### config.mk
export PLATFORM = sky130hd
export DESIGN_NAME = sphere_hit_scanner_flat
export DESIGN_NICKNAME = d
export VERILOG_FILES = /design/src/rtl/sphere_hit_scanner_if.sv /design/src/rtl/sphere_hit_scanner.sv /design/src/flat_wrapper.sv
export SDC_FILE = /design/constraint.sdc
export NUM_CORES = 1
export LEC_CHECK = 0
export ABC_AREA = 1
export CAP_MARGIN = 20
export CORE_MARGIN = 2
export CORE_UTILIZATION = 55
export CTS_CLUSTER_DIAMETER = 100
export CTS_CLUSTER_SIZE = 10
export DETAILED_ROUTE_END_ITERATION = 10
export PLACE_DENSITY = 0.8
export SLEW_MARGIN = 20
export SYNTH_ARGS = -nofsm -noshare
export SYNTH_HDL_FRONTEND = slang
export SYNTH_SLANG_ARGS = --single-unit
### constraint.sdc
create_clock -name Clk -period 22.7 [get_ports Clk]
set_input_delay 2.27 -clock Clk [delete_from_list [all_inputs] [get_ports Clk]]
set_output_delay 2.27 -clock Clk [all_outputs]
set_load 0.02 [all_outputs]
### src/rtl/sphere_hit_scanner_if.sv
// Sphere scanner bus: register file read port, shot request and HUD stats.
// The scanner is the slave; the register file / game side is the master.
interface sphere_hit_scanner_if;
  logic              Frame_Clk;
  logic              Fire;
  logic [63:0]       Aim_x;
  logic [63:0]       Aim_z;
  logic [2:0][63:0]  Sphere_pos;
  logic [1:0]        curr_index;
  logic [3:0]        dropped;
  logic [1:0]        Read_index;
  logic              Hit;
  logic [1:0]        Hit_index;
  logic              Busy;
  logic [15:0]       Score;
  logic [15:0]       Misses;
  logic [15:0]       Drops;

  modport slave (
    input  Frame_Clk, Fire, Aim_x, Aim_z,
    input  Sphere_pos, curr_index, dropped,
    output Read_index, Hit, Hit_index, Busy,
    output Score, Misses, Drops
  );

  modport master (
    output Frame_Clk, Fire, Aim_x, Aim_z,
    output Sphere_pos, curr_index, dropped,
    input  Read_index, Hit, Hit_index, Busy,
    input  Score, Misses, Drops
  );
endinterface

### src/rtl/sphere_hit_scanner.sv
// Shot resolver: sweeps the 4 spheres on Fire, picks the nearest one in
// range and asks the register file to respawn it on the next frame tick.
module sphere_hit_scanner #(
  parameter logic [63:0] RADIUS = 64'h000000F0_00000000
) (
  input  logic                Clk,
  input  logic                Reset,
  sphere_hit_scanner_if.slave bus
);
  typedef enum logic [1:0] {IDLE, SCAN, DRAIN, ARMED} state_t;

  state_t      state, state_n;
  logic [1:0]  cnt, cnt_n;
  logic [63:0] aim_x, aim_x_n;
  logic [63:0] aim_z, aim_z_n;
  logic        cand_vld, cand_vld_n;
  logic [1:0]  cand_idx, cand_idx_n;
  logic [63:0] cand_dep, cand_dep_n;
  logic        fc_old, fe;
  logic        hit, hit_n;
  logic [1:0]  hit_idx, hit_idx_n;
  logic        busy;
  logic [15:0] score, score_n;
  logic [15:0] misses, misses_n;
  logic [15:0] drops, drops_n;

  logic [64:0] dx, dz, adx, adz;
  logic        in_rng, eval, take;
  logic        c_vld;
  logic [1:0]  c_idx;
  logic [63:0] c_dep;
  logic [2:0]  pc;
  logic [16:0] dsum;

  function automatic logic [15:0] sat_inc(input logic [15:0] v);
    return (v == 16'hFFFF) ? v : v + 16'd1;
  endfunction

  // fc_old resets high so a Frame_Clk held high through reset is no tick
  assign fe = ~fc_old & bus.Frame_Clk;

  assign dx = {bus.Sphere_pos[0][63], bus.Sphere_pos[0]}
            - {aim_x[63], aim_x};
  assign dz = {bus.Sphere_pos[2][63], bus.Sphere_pos[2]}
            - {aim_z[63], aim_z};
  assign adx = dx[64] ? -dx : dx;
  assign adz = dz[64] ? -dz : dz;
  assign in_rng = (adx < {1'b0, RADIUS})
               && (adz < {1'b0, RADIUS});

  // Returns are valid from the second SCAN cycle through DRAIN
  assign eval = (state == SCAN && cnt != 2'd0)
             || (state == DRAIN);
  assign take = eval && in_rng
             && (!cand_vld
             || $signed(bus.Sphere_pos[1]) < $signed(cand_dep));

  assign c_vld = cand_vld | take;
  assign c_idx = take ? bus.curr_index : cand_idx;
  assign c_dep = take ? bus.Sphere_pos[1] : cand_dep;

  assign pc = {2'b0, bus.dropped[0]} + {2'b0, bus.dropped[1]}
            + {2'b0, bus.dropped[2]} + {2'b0, bus.dropped[3]};
  assign dsum = {1'b0, drops} + {14'b0, pc};
  assign drops_n = dsum[16] ? 16'hFFFF : dsum[15:0];

  always_comb begin
    state_n    = state;
    cnt_n      = cnt;
    aim_x_n    = aim_x;
    aim_z_n    = aim_z;
    cand_vld_n = cand_vld;
    cand_idx_n = cand_idx;
    cand_dep_n = cand_dep;
    hit_n      = hit;
    hit_idx_n  = hit_idx;
    score_n    = score;
    misses_n   = misses;
    unique case (state)
      IDLE: if (bus.Fire) begin
        state_n    = SCAN;
        cnt_n      = 2'd0;
        aim_x_n    = bus.Aim_x;
        aim_z_n    = bus.Aim_z;
        cand_vld_n = 1'b0;
      end
      SCAN: if (fe) begin
        cnt_n      = 2'd0;
        cand_vld_n = 1'b0;
      end else begin
        cand_vld_n = c_vld;
        cand_idx_n = c_idx;
        cand_dep_n = c_dep;
        cnt_n      = cnt + 2'd1;
        if (cnt == 2'd3) state_n = DRAIN;
      end
      DRAIN: if (fe) begin
        state_n    = SCAN;
        cnt_n      = 2'd0;
        cand_vld_n = 1'b0;
      end else if (c_vld) begin
        state_n    = ARMED;
        hit_n      = 1'b1;
        hit_idx_n  = c_idx;
      end else begin
        state_n    = IDLE;
        misses_n   = sat_inc(misses);
      end
      ARMED: if (fe) begin
        state_n    = IDLE;
        hit_n      = 1'b0;
        score_n    = sat_inc(score);
      end
      default: state_n = IDLE;
    endcase
  end

  always_ff @(posedge Clk or posedge Reset) begin
    if (Reset) begin
      state    <= IDLE;
      cnt      <= 2'd0;
      aim_x    <= 64'd0;
      aim_z    <= 64'd0;
      cand_vld <= 1'b0;
      cand_idx <= 2'd0;
      cand_dep <= 64'd0;
      fc_old   <= 1'b1;
      hit      <= 1'b0;
      hit_idx  <= 2'd0;
      busy     <= 1'b0;
      score    <= 16'd0;
      misses   <= 16'd0;
      drops    <= 16'd0;
    end else begin
      state    <= state_n;
      cnt      <= cnt_n;
      aim_x    <= aim_x_n;
      aim_z    <= aim_z_n;
      cand_vld <= cand_vld_n;
      cand_idx <= cand_idx_n;
      cand_dep <= cand_dep_n;
      fc_old   <= bus.Frame_Clk;
      hit      <= hit_n;
      hit_idx  <= hit_idx_n;
      busy     <= (state_n != IDLE);
      score    <= score_n;
      misses   <= misses_n;
      drops    <= drops_n;
    end
  end

  assign bus.Read_index = (state == SCAN) ? cnt : 2'd0;
  assign bus.Hit        = hit;
  assign bus.Hit_index  = hit_idx;
  assign bus.Busy       = busy;
  assign bus.Score      = score;
  assign bus.Misses     = misses;
  assign bus.Drops      = drops;
endmodule

### src/flat_wrapper.sv
// flat-port wrapper written by rule: the top's interface ports become plain ports
module sphere_hit_scanner_flat 
#(
  parameter logic [63:0] RADIUS = 64'h000000F0_00000000
)
  (Clk, Reset, bus_Frame_Clk, bus_Fire, bus_Aim_x, bus_Aim_z, bus_Sphere_pos, bus_curr_index, bus_dropped, bus_Read_index, bus_Hit, bus_Hit_index, bus_Busy, bus_Score, bus_Misses, bus_Drops);
  sphere_hit_scanner_if bus_i ();
  input  logic Clk;
  input  logic Reset;
  input wire logic [$bits(bus_i.Frame_Clk)-1:0] bus_Frame_Clk;
  input wire logic [$bits(bus_i.Fire)-1:0] bus_Fire;
  input wire logic [$bits(bus_i.Aim_x)-1:0] bus_Aim_x;
  input wire logic [$bits(bus_i.Aim_z)-1:0] bus_Aim_z;
  input wire logic [$bits(bus_i.Sphere_pos)-1:0] bus_Sphere_pos;
  input wire logic [$bits(bus_i.curr_index)-1:0] bus_curr_index;
  input wire logic [$bits(bus_i.dropped)-1:0] bus_dropped;
  output wire logic [$bits(bus_i.Read_index)-1:0] bus_Read_index;
  output wire logic [$bits(bus_i.Hit)-1:0] bus_Hit;
  output wire logic [$bits(bus_i.Hit_index)-1:0] bus_Hit_index;
  output wire logic [$bits(bus_i.Busy)-1:0] bus_Busy;
  output wire logic [$bits(bus_i.Score)-1:0] bus_Score;
  output wire logic [$bits(bus_i.Misses)-1:0] bus_Misses;
  output wire logic [$bits(bus_i.Drops)-1:0] bus_Drops;
  assign bus_i.Frame_Clk = bus_Frame_Clk;
  assign bus_i.Fire = bus_Fire;
  assign bus_i.Aim_x = bus_Aim_x;
  assign bus_i.Aim_z = bus_Aim_z;
  assign bus_i.Sphere_pos = bus_Sphere_pos;
  assign bus_i.curr_index = bus_curr_index;
  assign bus_i.dropped = bus_dropped;
  assign bus_Read_index = bus_i.Read_index;
  assign bus_Hit = bus_i.Hit;
  assign bus_Hit_index = bus_i.Hit_index;
  assign bus_Busy = bus_i.Busy;
  assign bus_Score = bus_i.Score;
  assign bus_Misses = bus_i.Misses;
  assign bus_Drops = bus_i.Drops;
  sphere_hit_scanner #(.RADIUS(RADIUS)) u_core (.Clk(Clk), .Reset(Reset), .bus(bus_i));
endmodule
==> results.py, run 1 <==
metrics = {
    "sta": {
        "postLayoutSetupSlackWorst_ns": 15.55,
        "fin_skew_ns": 0.0353,
        "post-route-min-period_ns": 7.15,
        "drv_slew": 0,
        "setup_viol": 0,
        "slew_headroom_pct": 29.1,
        "layout_worst_path_cycle_share_pct": 31.5,
        "tightestPinTransition_ns": 1.06,
        "rsz0062_at_grt": "false",
        "final_hold_viol_count": 0,
        "fmax_mhz": 140,
        "tns_ns": 0,
    },
    "floorplanning": {
        "dieHeight_um": 235,
        "io_pins": 384,
        "core_um2": 52700,
        "num_rows": 84,
        "fp.dieW_um": 235,
        "die_area_um2": 55200,
        "initial_core_util_pct": 55.7,
    },
    "drt": {
        "routed_wl_mm": 102,
        "route.detailed.drc": 0,
        "drtAntennaViolNets": 0,
        "drtPass1Iterations": 5,
        "vias_per_cell": 5.31,
        "wl_per_cell_um": 16.1,
        "drt_iter0_markers": 2552,
        "vias": 33675,
    },
    "setup_path": {
        "worstPathArrival_ns": 7.63,
        "cp-start-kind": "input port",
        "critPathKind": "input port to flip-flop",
        "cp.required_ns": 23.18,
        "r2r-end": "u_core.cand_dep[16]",
        "reg2reg_from": "u_core.aim_x[0]",
        "critPathCaptureType": "flip-flop",
        "ff2ff_path_depth": 25,
        "reg2reg_slack_ns": 17.33,
        "cp_max_fo": 64,
    },
    "power": {
        "pwr_density_cell_nw_per_um2": 134,
        "p_sw_share_pct": 58.9,
        "p_int_uw": 1900,
        "power.total_uw": 4620,
        "p_sw_uw": 2720,
        "combPwrFrac_pct": 76.1,
        "leakage_uw": 0.0195,
        "power_frac_clock_pct": 9.8,
        "pwr-share-seq_pct": 14.1,
        "vdd_drop_max_v": 0.0000804,
    },
    "place": {
        "hpwlAfterDp_mm": 84.6,
        "dpl-instance-area_um2": 33700,
        "place.gp.congestion": 1.03,
        "dpl_worst_slack_ns": 15.08,
        "io_buffer_count": 383,
    },
    "clock_network": {
        "htreeDepth": 1,
        "cts_sinks": 252,
        "postCtsSetupRepairBufs": 0,
        "clock_latency_ns": 0.63,
        "path_clk_slew_ns": 0.06,
        "cts-root-buf": "clkbuf_16",
        "ctsHoldBuffers": 0,
        "numCtsBuffers": 30,
        "clockBufferDepth": 3,
        "cts_resized": 0,
        "cts_tree": "yes",
    },
    "synthesis": {
        "synthAdderAreaFrac_pct": 8.81,
        "synth_compound_area_share_pct": 7.41,
        "synth_cell_types": 61,
        "synth_top_family_by_area": "simple AND/OR/NAND/NOR gates",
        "syn_avg_cell_area_um2": 5.56,
        "postSynth.asyncResetShare_pct": 100,
        "seq_area_frac_synth_pct": 21.5,
        "syn_nets": 5805,
        "syn_inst": 5271,
        "synth_area_um2": 29300,
        "synth-xor-area-share_pct": 1.08,
        "yosys_register_bits": 252,
        "synth_enable_flop_cells": 0,
        "synthMuxAreaShare_pct": 0.149,
        "ys_warn_count": 0,
        "synth_flop_cell": "dfrtp_1",
        "synth-simple-area-share_pct": 46.6,
    },
    "hold_path": {
        "hold_end": "u_core.cand_dep[25]",
        "hp-class": "flip-flop to flip-flop",
        "hold_path_depth": 2,
        "hp-start": "u_core.cand_dep[25]",
    },
    "global_route": {
        "grt_use_total_pct": 36.2,
        "grt-ovfl-total": 0,
        "grt_pass1_vias": 32552,
        "grt_max_degree": 156,
        "antenna_found_initial": 2,
        "grt_pass1_wl_mm": 163,
    },
    "layout": {
        "fin_area_um2": 34500,
        "layout-drive-gt1-share_pct": 2.69,
        "area_delta_synth_final_pct": 17.9,
        "nNetsFinal": 6167,
        "fill_cells": 5145,
    },
    "job": {
        "drv_cap": 0,
    },
    "status": {
        "outcome": "finished clean",
    },
}
## sequential cells by signal, summed over array words and instances, names as in the netlist, 2 cells and up
register              cells
u_core.state              2
u_core.aim_z             64
u_core.bus.Hit_index      2
u_core.cnt                2
u_core.aim_x             64
u_core.cand_idx           2
u_core.cand_dep          64
u_core.bus.Misses        16
u_core.bus.Drops         16
u_core.bus.Score         16
## power by group through the flow
stage | sequential (µW) | clock, µW | combinational, µW
global route | 664 | 478 | 3930
floorplan | 670 | 0 | 2430
detailed placement | 656 | 0 | 3410
CTS | 650 | 462 | 3430
finish | 650 | 454 | 3520
global placement | 650 | 0 | 3380
## metrics by stage
stage               hold WS, ns  util (%)  std cells
floorplan                 0.449         -       5271
global placement          0.465      63.9       6289
detailed placement        0.465      63.9       6289
CTS                       0.482      65.6       6335
global route              0.493      65.6       6337
finish                    0.477      65.6       6338
## logic make-up (layout without fill, tap and decap cells)
group / count (synthesis) / count (layout)
xor+xnor: 36 / 36
mux: 4 / 4
flops: 252 / 252
other cells: 0 / 3
buf+inv: 1075 / 1451
fa+ha+maj: 204 / 204
compound gates: 408 / 408
simple gates: 3292 / 3292
## cell usage after synthesis (3+ instances only)
master	count	share of area (%)
a211oi_1	3	0.077
a21oi_1	282	4.8
a31oi_1	3	0.064
and2_1	11	0.23
and3_1	5	0.11
buf_1	3	0.038
buf_2	3	0.051
buf_4	6	0.15
buf_6	15	0.58
clkbuf_1	26	0.33
clkbuf_8	5	0.23
clkinv_1	6	0.077
dfrtp_1	251	21
fa_1	4	0.27
ha_1	200	8.5
inv_1	1004	13
inv_2	6	0.077
mux2_2	3	0.12
nand2_1	2011	26
nand2_2	38	0.81
nand3_1	433	7.4
nand3_2	11	0.38
nand3b_1	29	0.74
nand4_1	70	1.5
nor2_1	583	7.5
nor2_2	34	0.73
nor2_4	3	0.12
nor3_1	34	0.58
nor4_1	15	0.32
o21ai_0	76	1.3
o21ai_1	5	0.085
o21ai_2	3	0.090
o21bai_1	18	0.46
or2_2	4	0.085
xnor2_1	10	0.30
xor2_1	26	0.78
## worst max path at each step
| stage | to | depth (start not counted) | slack (ns) | from |
|---|---|---|---|---|
| after floorplan | u_core.aim_x[0] | 1 | 13.50 | Reset |
| after detailed placement | u_core.cand_dep[16] | 27 | 15.08 | bus_Sphere_pos[0] |
| after global routing | u_core.cand_dep[16] | 27 | 15.08 | bus_Sphere_pos[0] |
| after global placement | u_core.cand_dep[26] | 24 | 15.23 | bus_Sphere_pos[41] |
| final | u_core.cand_dep[16] | 27 | 15.55 | bus_Sphere_pos[0] |
| after CTS | u_core.cand_dep[16] | 27 | 15.67 | bus_Sphere_pos[0] |
## critical path, stage by stage
cell	delay, ns
clkdlybuf4s50_1	0.45
inv_1	0.04
ha_1	0.21
fa_1	0.41
inv_1	0.11
nand2_1	0.08
nand2_1	0.09
nand3_1	0.10
nand2_1	0.16
nand2_1	0.11
nand3_2	0.14
nand3_2	0.11
nand2_1	0.14
nand2_1	0.12
nand3_1	0.12
nand2_2	0.09
inv_2	0.47
nand2_1	0.29
nand4_1	0.22
nand2_1	0.07
nand2_1	0.09
nand3_1	0.06
nand3b_1	0.20
nor2_4	0.19
nand4_4	0.79
nand2_1	0.34
nand2_1	0.09
## routing by layer
metal  track usage, %  routed length (µm)
met5                0                   0
met4             19.9                6340
met3             4.24                6280
met2             62.5               47600
met1             43.9               41900
## placed cells by master, fill, tap and decap left out, types with 26 or more instances in the layout
master | Yosys | routed
a21oi_1 | 282 | 282
clkbuf_16 | 0 | 30
clkdlybuf4s50_1 | 0 | 383
dfrtp_1 | 251 | 251
ha_1 | 200 | 200
inv_1 | 1004 | 1003
nand2_1 | 2011 | 2010
nand2_2 | 38 | 38
nand3_1 | 433 | 433
nand3b_1 | 29 | 29
nand4_1 | 70 | 70
nor2_1 | 583 | 583
nor2_2 | 34 | 33
nor3_1 | 34 | 34
o21ai_0 | 76 | 76
xor2_1 | 26 | 26
## layout make-up
| type | instances | area [µm²] | share of cell area [%] |
|---|---|---|---|
| clock buffers | 42 | 796 | 2.30 |
| flip-flops and latches | 252 | 6310 | 18.3 |
| well taps | 688 | 861 | 2.49 |
| clock inverters | 4 | 77.6 | 0.225 |
| inverters | 1016 | 3820 | 11.1 |
| repair buffers | 389 | 3890 | 11.3 |
| multi-input cells | 3944 | 18800 | 54.4 |
| diodes | 3 | 7.51 | 0.0217 |
No activity file was read; power rests on OpenSTA's default activity.
==> run 2, diff against run 1 <==
- clock period: 22.7 -> 6.65 ns (I/O delays scaled with it)
==> results.py, run 2 (synthesized netlist as in run 1, its figures left out) <==
metrics = {
    "sta": {
        "layout_worst_path_cycle_share_pct": 82.3,
        "slew_headroom_pct": 34.3,
        "final_hold_viol_count": 0,
        "fin_skew_ns": 0.0189,
        "postLayoutSetupSlackWorst_ns": 1.18,
        "hold_ws_ns": 0.480,
        "drv_slew": 0,
        "tightestPinTransition_ns": 0.984,
        "rsz0062_at_grt": "false",
        "setup_viol": 0,
        "tns_ns": 0,
        "fmax_mhz": 183,
        "post-route-min-period_ns": 5.47,
    },
    "clock_network": {
        "clockBufferDepth": 3,
        "ctsHoldBuffers": 0,
        "cts-root-buf": "clkbuf_16",
        "postCtsSetupRepairBufs": 0,
        "htreeDepth": 1,
        "numCtsBuffers": 29,
        "path_clk_slew_ns": 0.06,
        "cts_tree": "yes",
        "clock_latency_ns": 0.60,
        "cts_sinks": 252,
        "cts_resized": 0,
    },
    "floorplanning": {
        "dieHeight_um": 235,
        "initial_core_util_pct": 55.7,
        "io_pins": 384,
        "die_area_um2": 55200,
        "num_rows": 84,
        "fp.dieW_um": 235,
        "core_um2": 52700,
    },
    "global_route": {
        "met3_usage_pct": 3.77,
        "use_met1_pct": 44.0,
        "grt_max_degree": 139,
        "grt-ovfl-total": 0,
        "grt_pass1_vias": 32292,
        "grtUsageMet2_pct": 60.4,
        "grt_pass1_wl_mm": 162,
        "grt_use_total_pct": 35.7,
        "top_usage_layer": "met2",
        "antenna_found_initial": 3,
    },
    "status": {
        "outcome": "finished clean",
    },
    "job": {
        "drv_cap": 0,
    },
    "drt": {
        "vias": 33638,
        "drtPass1Iterations": 6,
        "drtAntennaViolNets": 0,
        "drt_iter0_markers": 2486,
        "vias_per_cell": 5.31,
        "wl_per_cell_um": 15.9,
        "route.detailed.drc": 0,
        "routed_wl_mm": 101,
    },
    "layout": {
        "final_cell_mix": "nand2_1, inv_1, nor2_1",
        "fin_area_um2": 34500,
        "final_cells": 6338,
        "largest_registers": "u_core.aim_x x64, u_core.aim_z x64, u_core.cand_dep x64",
        "nNetsFinal": 6169,
        "area_delta_synth_final_pct": 17.8,
        "layout_commonest_cell": "nand2_1",
        "layout-drive-gt1-share_pct": 2.71,
    },
    "hold_path": {
        "hold_path_depth": 2,
        "hp-start": "u_core.cand_idx[0]",
        "hp-class": "flip-flop to flip-flop",
        "hold_end": "u_core.cand_idx[0]",
    },
    "setup_path": {
        "reg2reg_from": "u_core.aim_z[0]",
        "reg2reg_slack_ns": 1.38,
        "worstPathArrival_ns": 6.00,
        "critPathKind": "input port to flip-flop",
        "cp.required_ns": 7.18,
        "path_common_cell": "nand2_1",
        "critPathCaptureType": "flip-flop",
        "cpMaxStageDelayCell": "inv_1",
        "cp-start-kind": "input port",
        "cp_max_fo": 33,
        "r2r-end": "u_core.cand_dep[60]",
        "ff2ff_path_depth": 26,
        "path_buf_inv": 5,
        "slowest_delay_ns": 0.71,
        "crit_family": "simple AND/OR/NAND/NOR gates",
    },
    "place": {
        "dpl-instance-area_um2": 33700,
        "placed_cells": 6292,
        "place.gp.congestion": 1.05,
        "hpwlAfterDp_mm": 84.3,
        "dpl_worst_slack_ns": 0.663,
        "io_buffer_count": 383,
    },
    "power": {
        "pwr_density_cell_nw_per_um2": 454,
        "leakage_uw": 0.0195,
        "vdd_drop_max_v": 0.000280,
    },
}
run 2: final cells by class:
cell class / instances / area, µm²
inverter: 1016 / 3820
fill: 5058 / 18100
clock buffer: 42 / 785
antenna: 2 / 5.00
multi-input combinational: 3944 / 18800
clock inverter: 2 / 17.5
tap: 688 / 861
timing repair buffer: 392 / 3950
sequential: 252 / 6310
run 2: metal layers:
metal,vias to the layer above,wire length [µm]
li1,16950,-
met1,15103,41300
met2,1243,46600
met3,340,6180
met4,2,6740
met5,-,11
run 2: worst max-delay path by stage:
stage                        startpoint                   to  slack (ns)  depth (start not counted)
detailed placement  bus_Sphere_pos[128]  u_core.cand_dep[60]        0.66                         28
CTS                 bus_Sphere_pos[128]  u_core.cand_dep[60]        1.28                         28
global placement    bus_Sphere_pos[128]  u_core.cand_dep[54]        0.86                         28
floorplan                         Reset      u_core.aim_x[0]        2.67                          1
global route        bus_Sphere_pos[128]  u_core.cand_dep[60]        0.71                         30
finish              bus_Sphere_pos[128]  u_core.cand_dep[60]        1.18                         28
run 2: report_power, final:
part / internal, µW / total (µW) / switching (µW) / leakage [µW]
Sequential: 2030 / 2220 / 193 / 0.00302
Combinational: 3600 / 12000 / 8410 / 0.0161
Clock: 802 / 1460 / 653 / 0.000387
run 2: metrics by stage:
step,total power [µW],utilization [%]
6_report,15700,65.6
5_1_grt,17200,65.6
4_1_cts,15400,65.6
3_5_place_dp,13900,64.0
3_3_place_gp,13700,64.0
2_1_floorplan,10600,-
run 2: tightest hold or removal path, cell delays in order, from the launching register on:
cell and delay, ns:
dfrtp_1 0.34, nand2_1 0.05, nand2_1 0.06
